`src/rtl/adder_pkg.sv`:
```
// rtl/adder_pkg.sv - shared helpers for the pipelined ripple-carry adder
package adder_pkg;

    // Pipeline depth: one stage per SEG-bit slice of the operands.
    function automatic int calc_nstages(input int width, input int seg);
        return width / seg;
    endfunction

    // Two's-complement overflow from the sign bits of both addends and the result.
    function automatic logic signed_ovf(input logic a_msb, input logic b_msb, input logic s_msb);
        return (a_msb == b_msb) && (s_msb != a_msb);
    endfunction

endpackage

```
`src/rtl/add_slice.sv`:
```
// rtl/add_slice.sv - combinational SEG-bit ripple-carry adder slice
module add_slice #(
    parameter int SEG = 8
) (
    input  logic [SEG-1:0] a,
    input  logic [SEG-1:0] b,
    input  logic           cin,
    output logic [SEG-1:0] s,
    output logic           cout
);

    logic c;

    // Bit-serial ripple: each bit consumes the carry of the bit below it.
    always_comb begin
        s = '0;
        c = cin;
        for (int i = 0; i < SEG; i++) begin
            s[i] = a[i] ^ b[i] ^ c;
            c    = (a[i] & b[i]) | (c & (a[i] ^ b[i]));
        end
        cout = c;
    end

endmodule

```
`src/rtl/pipelined_adder.sv`:
```
// rtl/pipelined_adder.sv - pipelined ripple-carry adder, optional subtract via ADDER_ADDSUB_EN
module pipelined_adder
    import adder_pkg::*;
#(
    parameter int WIDTH = 32,
    parameter int SEG   = 8
) (
    input  logic             clk,
    input  logic             rst,
    input  logic             in_valid,
    output logic             in_ready,
    input  logic [WIDTH-1:0] a,
    input  logic [WIDTH-1:0] b,
    input  logic             c_in,
    output logic             out_valid,
    input  logic             out_ready,
    output logic [WIDTH-1:0] sum,
    output logic             c_out,
    output logic             ovf
`ifdef ADDER_ADDSUB_EN
    ,
    input  logic             sub
`endif
);

    localparam int NSTAGES = calc_nstages(WIDTH, SEG);

    if (WIDTH < 1 || SEG < 1 || (WIDTH % SEG) != 0) begin : g_bad_cfg
        $error("pipelined_adder: WIDTH must be a positive multiple of SEG");
    end

    // One pipeline record: b holds the effective (possibly inverted) operand,
    // sum holds the low slices completed so far.
    typedef struct packed {
        logic             valid;
        logic [WIDTH-1:0] sum;
        logic             carry;
        logic [WIDTH-1:0] a;
        logic [WIDTH-1:0] b;
        logic             sub;
    } stage_t;

    stage_t st [NSTAGES];

    logic advance;
    logic sub_sel;

`ifdef ADDER_ADDSUB_EN
    assign sub_sel = sub;
`else
    assign sub_sel = 1'b0;
`endif

    // The whole pipeline freezes only while a finished result is waiting on the consumer.
    assign advance  = !(st[NSTAGES-1].valid && !out_ready);
    assign in_ready = advance && !rst;

    for (genvar k = 0; k < NSTAGES; k++) begin : g_stage
        stage_t         prev;
        logic [SEG-1:0] op_a;
        logic [SEG-1:0] op_b;
        logic [SEG-1:0] s;
        logic           cout;

        if (k == 0) begin : g_first
            // Stage 0 sees the raw beat; subtraction inverts b and the carry here once.
            always_comb begin
                prev       = '0;
                prev.valid = in_valid && in_ready;
                prev.carry = c_in ^ sub_sel;
                prev.a     = a;
                prev.b     = sub_sel ? ~b : b;
                prev.sub   = sub_sel;
            end
        end else begin : g_next
            assign prev = st[k-1];
        end

        assign op_a = prev.a[k*SEG +: SEG];
        assign op_b = prev.b[k*SEG +: SEG];

        add_slice #(.SEG(SEG)) u_slice (
            .a    (op_a),
            .b    (op_b),
            .cin  (prev.carry),
            .s    (s),
            .cout (cout)
        );

        // Capture the record from upstream with this stage's slice result merged in.
        always_ff @(posedge clk) begin
            if (rst) begin
                st[k] <= '0;
            end else if (advance) begin
                st[k]                    <= prev;
                st[k].sum[k*SEG +: SEG]  <= s;
                st[k].carry              <= cout;
            end
        end
    end

    assign out_valid = st[NSTAGES-1].valid;
    assign sum       = st[NSTAGES-1].sum;
    assign c_out     = st[NSTAGES-1].carry;
    assign ovf       = signed_ovf(st[NSTAGES-1].a[WIDTH-1],
                                  st[NSTAGES-1].b[WIDTH-1],
                                  st[NSTAGES-1].sum[WIDTH-1]);

endmodule

```
`config.mk`:
```
export PLATFORM = sky130hd
export DESIGN_NAME = pipelined_adder
export DESIGN_NICKNAME = d
export VERILOG_FILES = /design/src/rtl/adder_pkg.sv /design/src/rtl/add_slice.sv /design/src/rtl/pipelined_adder.sv
export SDC_FILE = /design/constraint.sdc
export NUM_CORES = 1
export LEC_CHECK = 0
export ABC_AREA = 1
export CAP_MARGIN = 25
export CORE_MARGIN = 2
export CORE_UTILIZATION = 48
export CTS_BUF_LIST = sky130_fd_sc_hd__clkbuf_16
export CTS_CLUSTER_SIZE = 40
export DETAILED_ROUTE_END_ITERATION = 16
export GPL_ROUTABILITY_DRIVEN = 0
export PLACE_DENSITY = 0.71
export SLEW_MARGIN = 10
export SYNTH_ARGS = -nofsm -noshare
export SYNTH_HDL_FRONTEND = slang
export SYNTH_SLANG_ARGS = --single-unit
```
`constraint.sdc`:
```
create_clock -name clk -period 21.5 [get_ports clk]
set_input_delay 5.375 -clock clk [delete_from_list [all_inputs] [get_ports clk]]
set_output_delay 5.375 -clock clk [all_outputs]
set_load 0.05 [all_outputs]
```
==> results.md, run 1 <==
Outcome:
- The flow ran to the end, and the final reports show no timing, DRC or antenna violations.

STA:
- The final number of max-transition violations came to 0.
- The worst path needs 12610 ps of the cycle, external delays included.
- The final-report hold violation count came to 0.
- Setup violations remaining at the end of the flow were counted as 0.
- In the final timing run, aggregate negative setup slack is 0 ps.
- The maximum clock frequency is 0.0793 GHz.
- The remaining max-slew budget at the tightest pin is 0.335.
- The final worst slack is 8890 ps.
- Setup repair after global routing left no endpoint under its margin.
- The worst-case clock skew is 7.82 ps.
- At the pin with the least slew margin, the transition time is 998 ps.
- Of the available clock period, the critical path in the final layout requires 0.586.

Pwr:
- The power per standard cell area is 81.3 nW/um^2.
- In this run the power spent charging and discharging nets is 0.182 mW.
- The share of total power dissipated in the clock network is 0.363.
- The standby leakage power is 4.20 nW.
- The internal portion of total power is 0.630 mW.
- The worst-case IR drop observed on VDD is 0.0000542 V.
- The switching power share of the total is 0.224.
- The share of total power dissipated in sequential elements is 0.535.
- Of the total power, combinational logic draws 0.102.

Logic synthesis:
- Ranked by instance count, the synthesized netlist is headed by sky130_fd_sc_hd__inv_1 (203), sky130_fd_sc_hd__edfxtp_1 (186), sky130_fd_sc_hd__nor2_2 (100).
- For this run, the register share of the synthesized area comes to 0.663.
- The cell area that synthesis handed to floorplanning was 8420 sq um.
- sky130_fd_sc_hd__inv_1 is the most common cell in the netlist.
- After synthesis, the netlist uses 13 different library cells.
- The number of warnings printed during yosys synthesis is 0.
- In this run, synthesis produced a sequential element count of 186.
- Of the post-synthesis cell area, the dominant cell type holds 0.663.
- For this run, asynchronously set or reset flops after synthesis account for 0.
- By area the synthesized netlist is led by sky130_fd_sc_hd__edfxtp_1 (66%), sky130_fd_sc_hd__inv_1 (9.0%), sky130_fd_sc_hd__fa_1 (7.6%), sky130_fd_sc_hd__nor2_2 (7.4%), sky130_fd_sc_hd__nor2_1 (4.0%).
- The number of enable flip-flop cells after synthesis is 186.
- The post-synth net total is 772.
- The cell accounting for the most synthesized area is sky130_fd_sc_hd__edfxtp_1.
- The average cell area after synthesis is 12.6 sq um.
- Synthesis handed over a netlist of 671 instances.
- The most used flip-flop cell after synthesis is sky130_fd_sc_hd__edfxtp_1.

Setup path:
- Along the worst path, the maximum fanout reaches 48.
- Among all stages on the critical path, the largest delay is contributed by sky130_fd_sc_hd__clkdlybuf4s50_1.
- STA classifies the critical path startpoint as an input port.
- The required time of the critical path is 16120 ps.
- In this run the register-to-register setup slack is 17600 ps.
- The worst setup path startpoint is out_ready.
- The critical path endpoint is in_ready.
- The peak per-stage delay on the critical path is 800 ps.
- The worst setup path is of the input port to output port kind.
- The endpoint class of the critical path is an output port.
- Walking the worst path, the cells encountered are clkdlybuf4s50_1 -> inv_2 -> nand2_1 -> nand2_8 -> inv_1 -> clkdlybuf4s50_1.
- The cell that appears most often on the critical path is sky130_fd_sc_hd__clkdlybuf4s50_1.
- The reg-to-reg endpoint is st[1][81].
- For the worst setup path, the data arrival time is 7230 ps.
- The critical register-to-register path startpoint is st[0][9].
- The number of cells on the worst reg-to-reg path is 12.

Drt:
- For this run, design rule violations remaining after detail routing come to 0.
- The remaining antenna violation count is 0.
- The wire length per cell is 11.1 um.
- The DRC marker count from the first detailed-route iteration is 180.
- In the routed layout, each cell is associated on average with a via count of 4.21.
- The routed layout has 4147 vias.
- The final layout contains routed wiring with a total length of 10900 um.
- Before antenna repair, the detailed router went through 4 iterations.

Floorplanning:
- The starting density of the core is 0.489.
- After floorplanning, the core was divided into 48 placement rows.
- In this run the count of I/O pins placed on the die edge is 105.
- In this run the horizontal extent of the chip is 136 um.
- In this run the vertical extent of the chip is 136 um.
- The placeable core region is 17200 sq um.
- The area of the die is 18600 sq um.

Final layout:
- The area growth from synthesis to final layout is 18.4%.
- The number of diodes added for antenna fixing is 0.
- Once layout is complete, the cells apart from fillers number 985.
- Of the cells placed in the final design, the portion with a size suffix greater than 1 is 0.182.
- The register with the most flip-flops in the layout has 186 of them.
- In the final layout, the registers with the most flip-flops are st: 186 flops.
- The count of nets after finishing is 849.
- The register with the most flip-flops in the final layout is st.
- Measured on the finished design, the core utilization comes to 0.579.

CTS:
- The clock tree synthesis step divided the H-tree into 4 levels.
- TritonCTS built the clock tree.
- Hold repair after CTS inserted 0 buffers.
- The clock drives 186 sinks.
- The clock latency of the later-clocked register in the worst-skew pair is 420 ps.
- The count of cells resized by post-cts repair is 0.
- Clock-pin slew was measured on the worst setup and hold paths at 60 ps.
- The maximum root-to-sink buffer count is 2.
- The number of setup buffers added after CTS is 0.
- The clock root buffer master is sky130_fd_sc_hd__clkbuf_16.
- The number of buffers inserted during clock tree synthesis is 17.

Placement:
- The wire-length estimate of the detail-placed layout is 7100 um.
- The post-placement cell count is 953.
- The number of input and output port buffers inserted is 104.
- The pre-CTS worst setup slack is 8880 ps.

GRT:
- For met1 alone, demand over resource in global routing was 0.148.
- The remaining global-route overflow is 0.
- The maximum number of pins on one net before global-route repair is 94.
- The initial antenna violation count is 0.
- The most utilized layer in the global route result is met2.
- The first global-routing pass estimated 18200 um of wire.
- In the global route stage, met2 resource usage came out at 0.221.
- Across every metal layer, demand over resource in global routing totals 0.129.
- For this run, global-route usage on met3 was measured as 0.0309.
- The via count of the first global-routing pass is 4102.

Worst hold path:
- The min-delay analysis places its worst path in the category flip-flop to flip-flop.
- Counting instances, the worst hold path has a depth of 2.

Run:
- Across the run, the number of max-cap violations was 0.
## per-stage QoR
step / total power, mW / area, sq um / hold WS (ps)
5_1_grt: 0.847 / 9980 / 559
4_1_cts: 0.823 / 9950 / 545
6_report: 0.812 / 9980 / 542
2_1_floorplan: 0.504 / 8420 / 519
3_3_place_gp: 0.523 / 9360 / 524
3_5_place_dp: 0.527 / 9390 / 531
## placed cells by master, fill, tap and decap left out, drive strengths merged
cell / Yosys / routed
nand3: 1 / 1
inv: 205 / 207
nand2: 6 / 6
nor2: 189 / 189
fa: 32 / 32
clkinvlp: 0 / 2
clkdlybuf4s50: 0 / 104
bufinv: 0 / 2
edfxtp: 186 / 186
clkbuf: 0 / 17
buf: 52 / 6
clkinv: 0 / 8
## metal layers
layer,routed length [um],up-vias,share of wire
met5,0,-,0
met3,388,23,0.036
li1,-,2116,-
met2,5800,90,0.53
met4,289,0,0.026
met1,4430,1918,0.41
## critical path, delay by kind of cell
kind	cells	cell delay, ps
AND/OR/NAND/NOR	2	380
buffers and inverters	4	1440
## final cells by class
class | count | area, sq um
Sequential cell | 186 | 5590
Inverter | 205 | 769
Clock inverter | 14 | 133
Multi-Input combinational cell | 228 | 1660
Tap cell | 225 | 282
Clock buffer | 17 | 425
Timing Repair Buffer | 110 | 1130
Fill cell | 1372 | 7260
## power groups by stage
stage          clock network, mW  logic [mW]  registers (mW)
2_1_floorplan                  0      0.0626           0.441
3_3_place_gp                   0      0.0814           0.441
3_5_place_dp                   0      0.0845           0.442
4_1_cts                    0.303      0.0849           0.435
5_1_grt                    0.317      0.0929           0.436
6_report                   0.294      0.0831           0.434
## worst min-delay path by stage
stage / end / from / slack, ps
finish: st[2][98] / st[1][98] / 540
global route: st[2][78] / st[1][78] / 560
CTS: st[2][76] / st[1][76] / 540
detailed placement: st[2][74] / st[1][74] / 530
global placement: st[2][69] / st[1][69] / 520
floorplan: st[3][98] / st[2][98] / 520
## logic make-up (layout without fill, tap and decap cells)
family,after synthesis,after routing,synth area share
fa+ha+maj,32,32,0.0761
simple gates,196,196,0.117
buf+inv,257,346,0.143
flops,186,186,0.663
(Power assumes the default switching activity.)
==> run 2: changes to the inputs <==
clock period = 11.99 ns   (was 21.5 ns; I/O delays follow)
==> run 2 against run 1 <==
  * Worst hold slack better by 1.6 ps
  * Cell count fell by 0.10%
  * Flip-flop and latch count stayed put
  * Global-route usage increased by 0.21 points
  * Routed wire length up 1.2%
  * First-iteration DRC count grew 33%
  * Critical path depth did not move
  * Sequential power grew 79%
==> results.md, run 2 (synthesis gave the netlist of run 1 again) <==
Outcome:
- The run finished with clean final reports.

CTS:
- The clock slew seen by the registers of the worst setup and hold paths is 60 ps (about the same).
- The root buffer cell chosen for the clock tree is sky130_fd_sc_hd__clkbuf_16.
- The hold buffer count at CTS is 0 (unchanged).
- The number of H-tree levels was 4 (unchanged).
- The count of cells resized by post-cts repair was 0 (unchanged).
- The clock sink count is 186 (unchanged).
- The clock latency of the later-clocked register in the worst-skew pair is 430 ps (about the same).
- The number of setup buffers added after CTS is 0 (unchanged).
- The number of buffers inserted during clock tree synthesis is 17 (unchanged).
- The CTS tree is built.
- The maximum root-to-sink buffer count is 2 (unchanged).

Worst hold path:
- The worst hold path begins at st[1][74].
- The type of the most critical hold path is flip-flop to flip-flop.

Drt:
- The DRC violation count after routing is 0 (unchanged).
- The number of detailed-route iterations in the first pass is 6 (+2).
- The average vias per placed instance is 4.23 (+0.42%).
- The wire length per cell is 11.2 um (+1.3%).
- The DRC marker count from the first detailed-route iteration is 240 (+33%).
- The remaining antenna violation count is 0 (unchanged).
- The detailed-route wire length is 11100 um (+1.2%).
- The number of vias after detailed routing was 4160 (+0.31%).

Setup path:
- The top fanout value on the critical path is 100 (+110%).
- The endpoint class of the critical path is an output port.
- The slowest library cell on the worst path is sky130_fd_sc_hd__clkdlybuf4s50_1.
- The startpoint kind of the worst setup timing path is an input port.
- On the critical path the largest part of the delay comes from buffers and inverters.
- The peak per-stage delay on the critical path is 820 ps (+20 ps).
- The critical register-to-register path startpoint is st[2][25].
- The worst setup path startpoint is out_ready.
- The arrival time reported for the critical path endpoint is 5150 ps (-2080 ps).
- The required time of the critical path is 8990 ps (-7130 ps).
- By startpoint and endpoint, the worst setup path is classified as input port to output port.
- Traced cell by cell, the critical path runs through clkdlybuf4s50_1 -> inv_2 -> nand2_1 -> nand2_8 -> inv_1 -> clkdlybuf4s50_1.
- The count of buffering cells on the critical path with inverters included is 4 (unchanged).
- The cell occurring most often along the worst timing path is sky130_fd_sc_hd__clkdlybuf4s50_1.

Placement:
- The area of placed instances is 9360 sq um (-0.37%).
- The post-placement cell count was 951 (-0.21%).
- The half-perimeter wire length of the detailed placement result is 7020 um (-1.1%).
- The number of input and output port buffers inserted is 104 (unchanged).

Final layout:
- The largest registers in the layout are st: 186 flops.
- The count of nets after finishing is 848 (-0.12%).
- The most common cell after layout, fill and taps aside is sky130_fd_sc_hd__inv_1.
- The fill cell total of the finished layout was 1375 (+0.22%).
- The utilization after layout is 0.578 (about the same).
- The area of all placed cells without fillers is 9970 sq um (about the same).
- The flip-flop count of the largest register after layout is 186 (unchanged).
- The area growth from synthesis to final layout is 18.4% (about the same).
- The fraction of final layout cells with drive strength greater than 1 is 0.182 (+0.000239).
- The number of diodes added for antenna fixing is 0 (unchanged).
- The register with the most flip-flops in the final layout is st.
- In the layout the commonest cells are sky130_fd_sc_hd__inv_1 (205), sky130_fd_sc_hd__edfxtp_1 (186), sky130_fd_sc_hd__clkdlybuf4s50_1 (104), sky130_fd_sc_hd__nor2_2 (100), sky130_fd_sc_hd__nor2_1 (89).
- The non-filler instance count after layout is 984 (-0.10%).

Pwr:
- The clock network power share is 0.363 (about the same).
- The switching power share of the total came to 0.226 (+0.00124).
- The share of total power in sequential cells was 0.534 (about the same).
- The standby leakage power is 4.20 nW (about the same).
- The power per standard cell area is 146 nW/um^2 (+80%).
- The total power was 1.46 mW (+80%).
- The internal portion of total power was 1.13 mW (+79%).
- The switching power total is 0.329 mW (+81%).
- The maximum VDD drop was 0.000101 V (+86%).
- The combinational cell fraction of total power came to 0.102 (about the same).

GRT:
- The first-pass GRT wire length is 18300 um (+0.38%).
- The via count of the first global-routing pass is 4160 (+1.4%).
- The maximum number of pins on one net before global-route repair is 101 (+7.4%).
- The remaining global-route overflow is 0 (unchanged).
- The initial antenna violation count came to 0 (unchanged).
- The overall global routing resource usage is 0.131 (+0.00205).

Floorplanning:
- The boundary pin count is 105 (unchanged).
- The vertical die dimension is 136 um (unchanged).
- The area of the die is 18600 sq um (unchanged).
- The number of placement rows came to 48 (unchanged).
- The placeable core region was 17200 sq um (unchanged).
- The starting density of the core is 0.489 (unchanged).
- The horizontal die dimension was 136 um (unchanged).

STA:
- The post-route setup TNS is 0 ps (unchanged).
- The maximum clock frequency is 0.123 GHz.
- The worst-case clock skew was 6.68 ps (-1.13 ps).
- The final-report hold violation count came to 0 (unchanged).
- The actual slew at the worst max-slew pin is 814 ps (-184 ps).
- The final number of setup-violating endpoints is 0 (unchanged).
- The remaining max-slew budget at the tightest pin is 0.457 (+0.122).
- The final number of max-transition violations is 0 (unchanged).
- Subtracting the final worst setup slack from the clock period gives 8140 ps.
- Setup repair after global routing left no endpoint under its margin.
- The part of the cycle the worst path needs is 0.679.

Run:
- The max-capacitance violation count is 0 (unchanged).
run 2: changes by cell type in the layout (fill, tap and decap cells not counted), sizes merged:
cell / delta
inv: +2
clkinv: -3
clkinvlp: +1
buf: -1
run 2: power groups by stage:
stage / clock network, mW / registers (mW) / logic (mW)
final: 0.530 / 0.779 / 0.149
after detailed placement: 0 / 0.794 / 0.150
after CTS: 0.541 / 0.780 / 0.151
after floorplan: 0 / 0.791 / 0.112
after global routing: 0.566 / 0.783 / 0.168
after global placement: 0 / 0.791 / 0.146
run 2: cell type report:
class | instances | area [sq um] | area share
tap | 225 | 282 | 0.0282
clock buffer | 17 | 425 | 0.0427
inverter | 205 | 769 | 0.0772
timing repair buffer | 109 | 1120 | 0.112
clock inverter | 14 | 133 | 0.0133
sequential | 186 | 5590 | 0.560
multi-input combinational | 228 | 1660 | 0.166
run 2: per-layer routing:
metal | global-route usage | routed length [um] | vias up
met2 | 0.229 | 6040 | 79
met4 | 0.0648 | 244 | 0
li1 | - | - | 2115
met1 | 0.148 | 4350 | 1947
met3 | 0.0343 | 420 | 19
met5 | 0 | 0 | -
run 2: path summary, 6_finish.rpt:
path / slack, ps / cells after the start / end
max: 3850 / 6 / in_ready
min: 540 / 2 / st[2][74]
max reg2reg: 8050 / 12 / st[3][97]
min reg2reg: 540 / 2 / st[2][74]
run 2: tightest hold or removal path, cell delays in order (launching register included):
cell and delay [ps]:
sky130_fd_sc_hd__edfxtp_1 320, sky130_fd_sc_hd__inv_1 40, sky130_fd_sc_hd__nor2_1 80
run 2: stage by stage:
step	setup WS, ps	hold WS [ps]
after detailed placement	3840	531
final	3850	544
after global routing	3660	556
after floorplan	2880	519
after CTS	3840	546
after global placement	3850	523
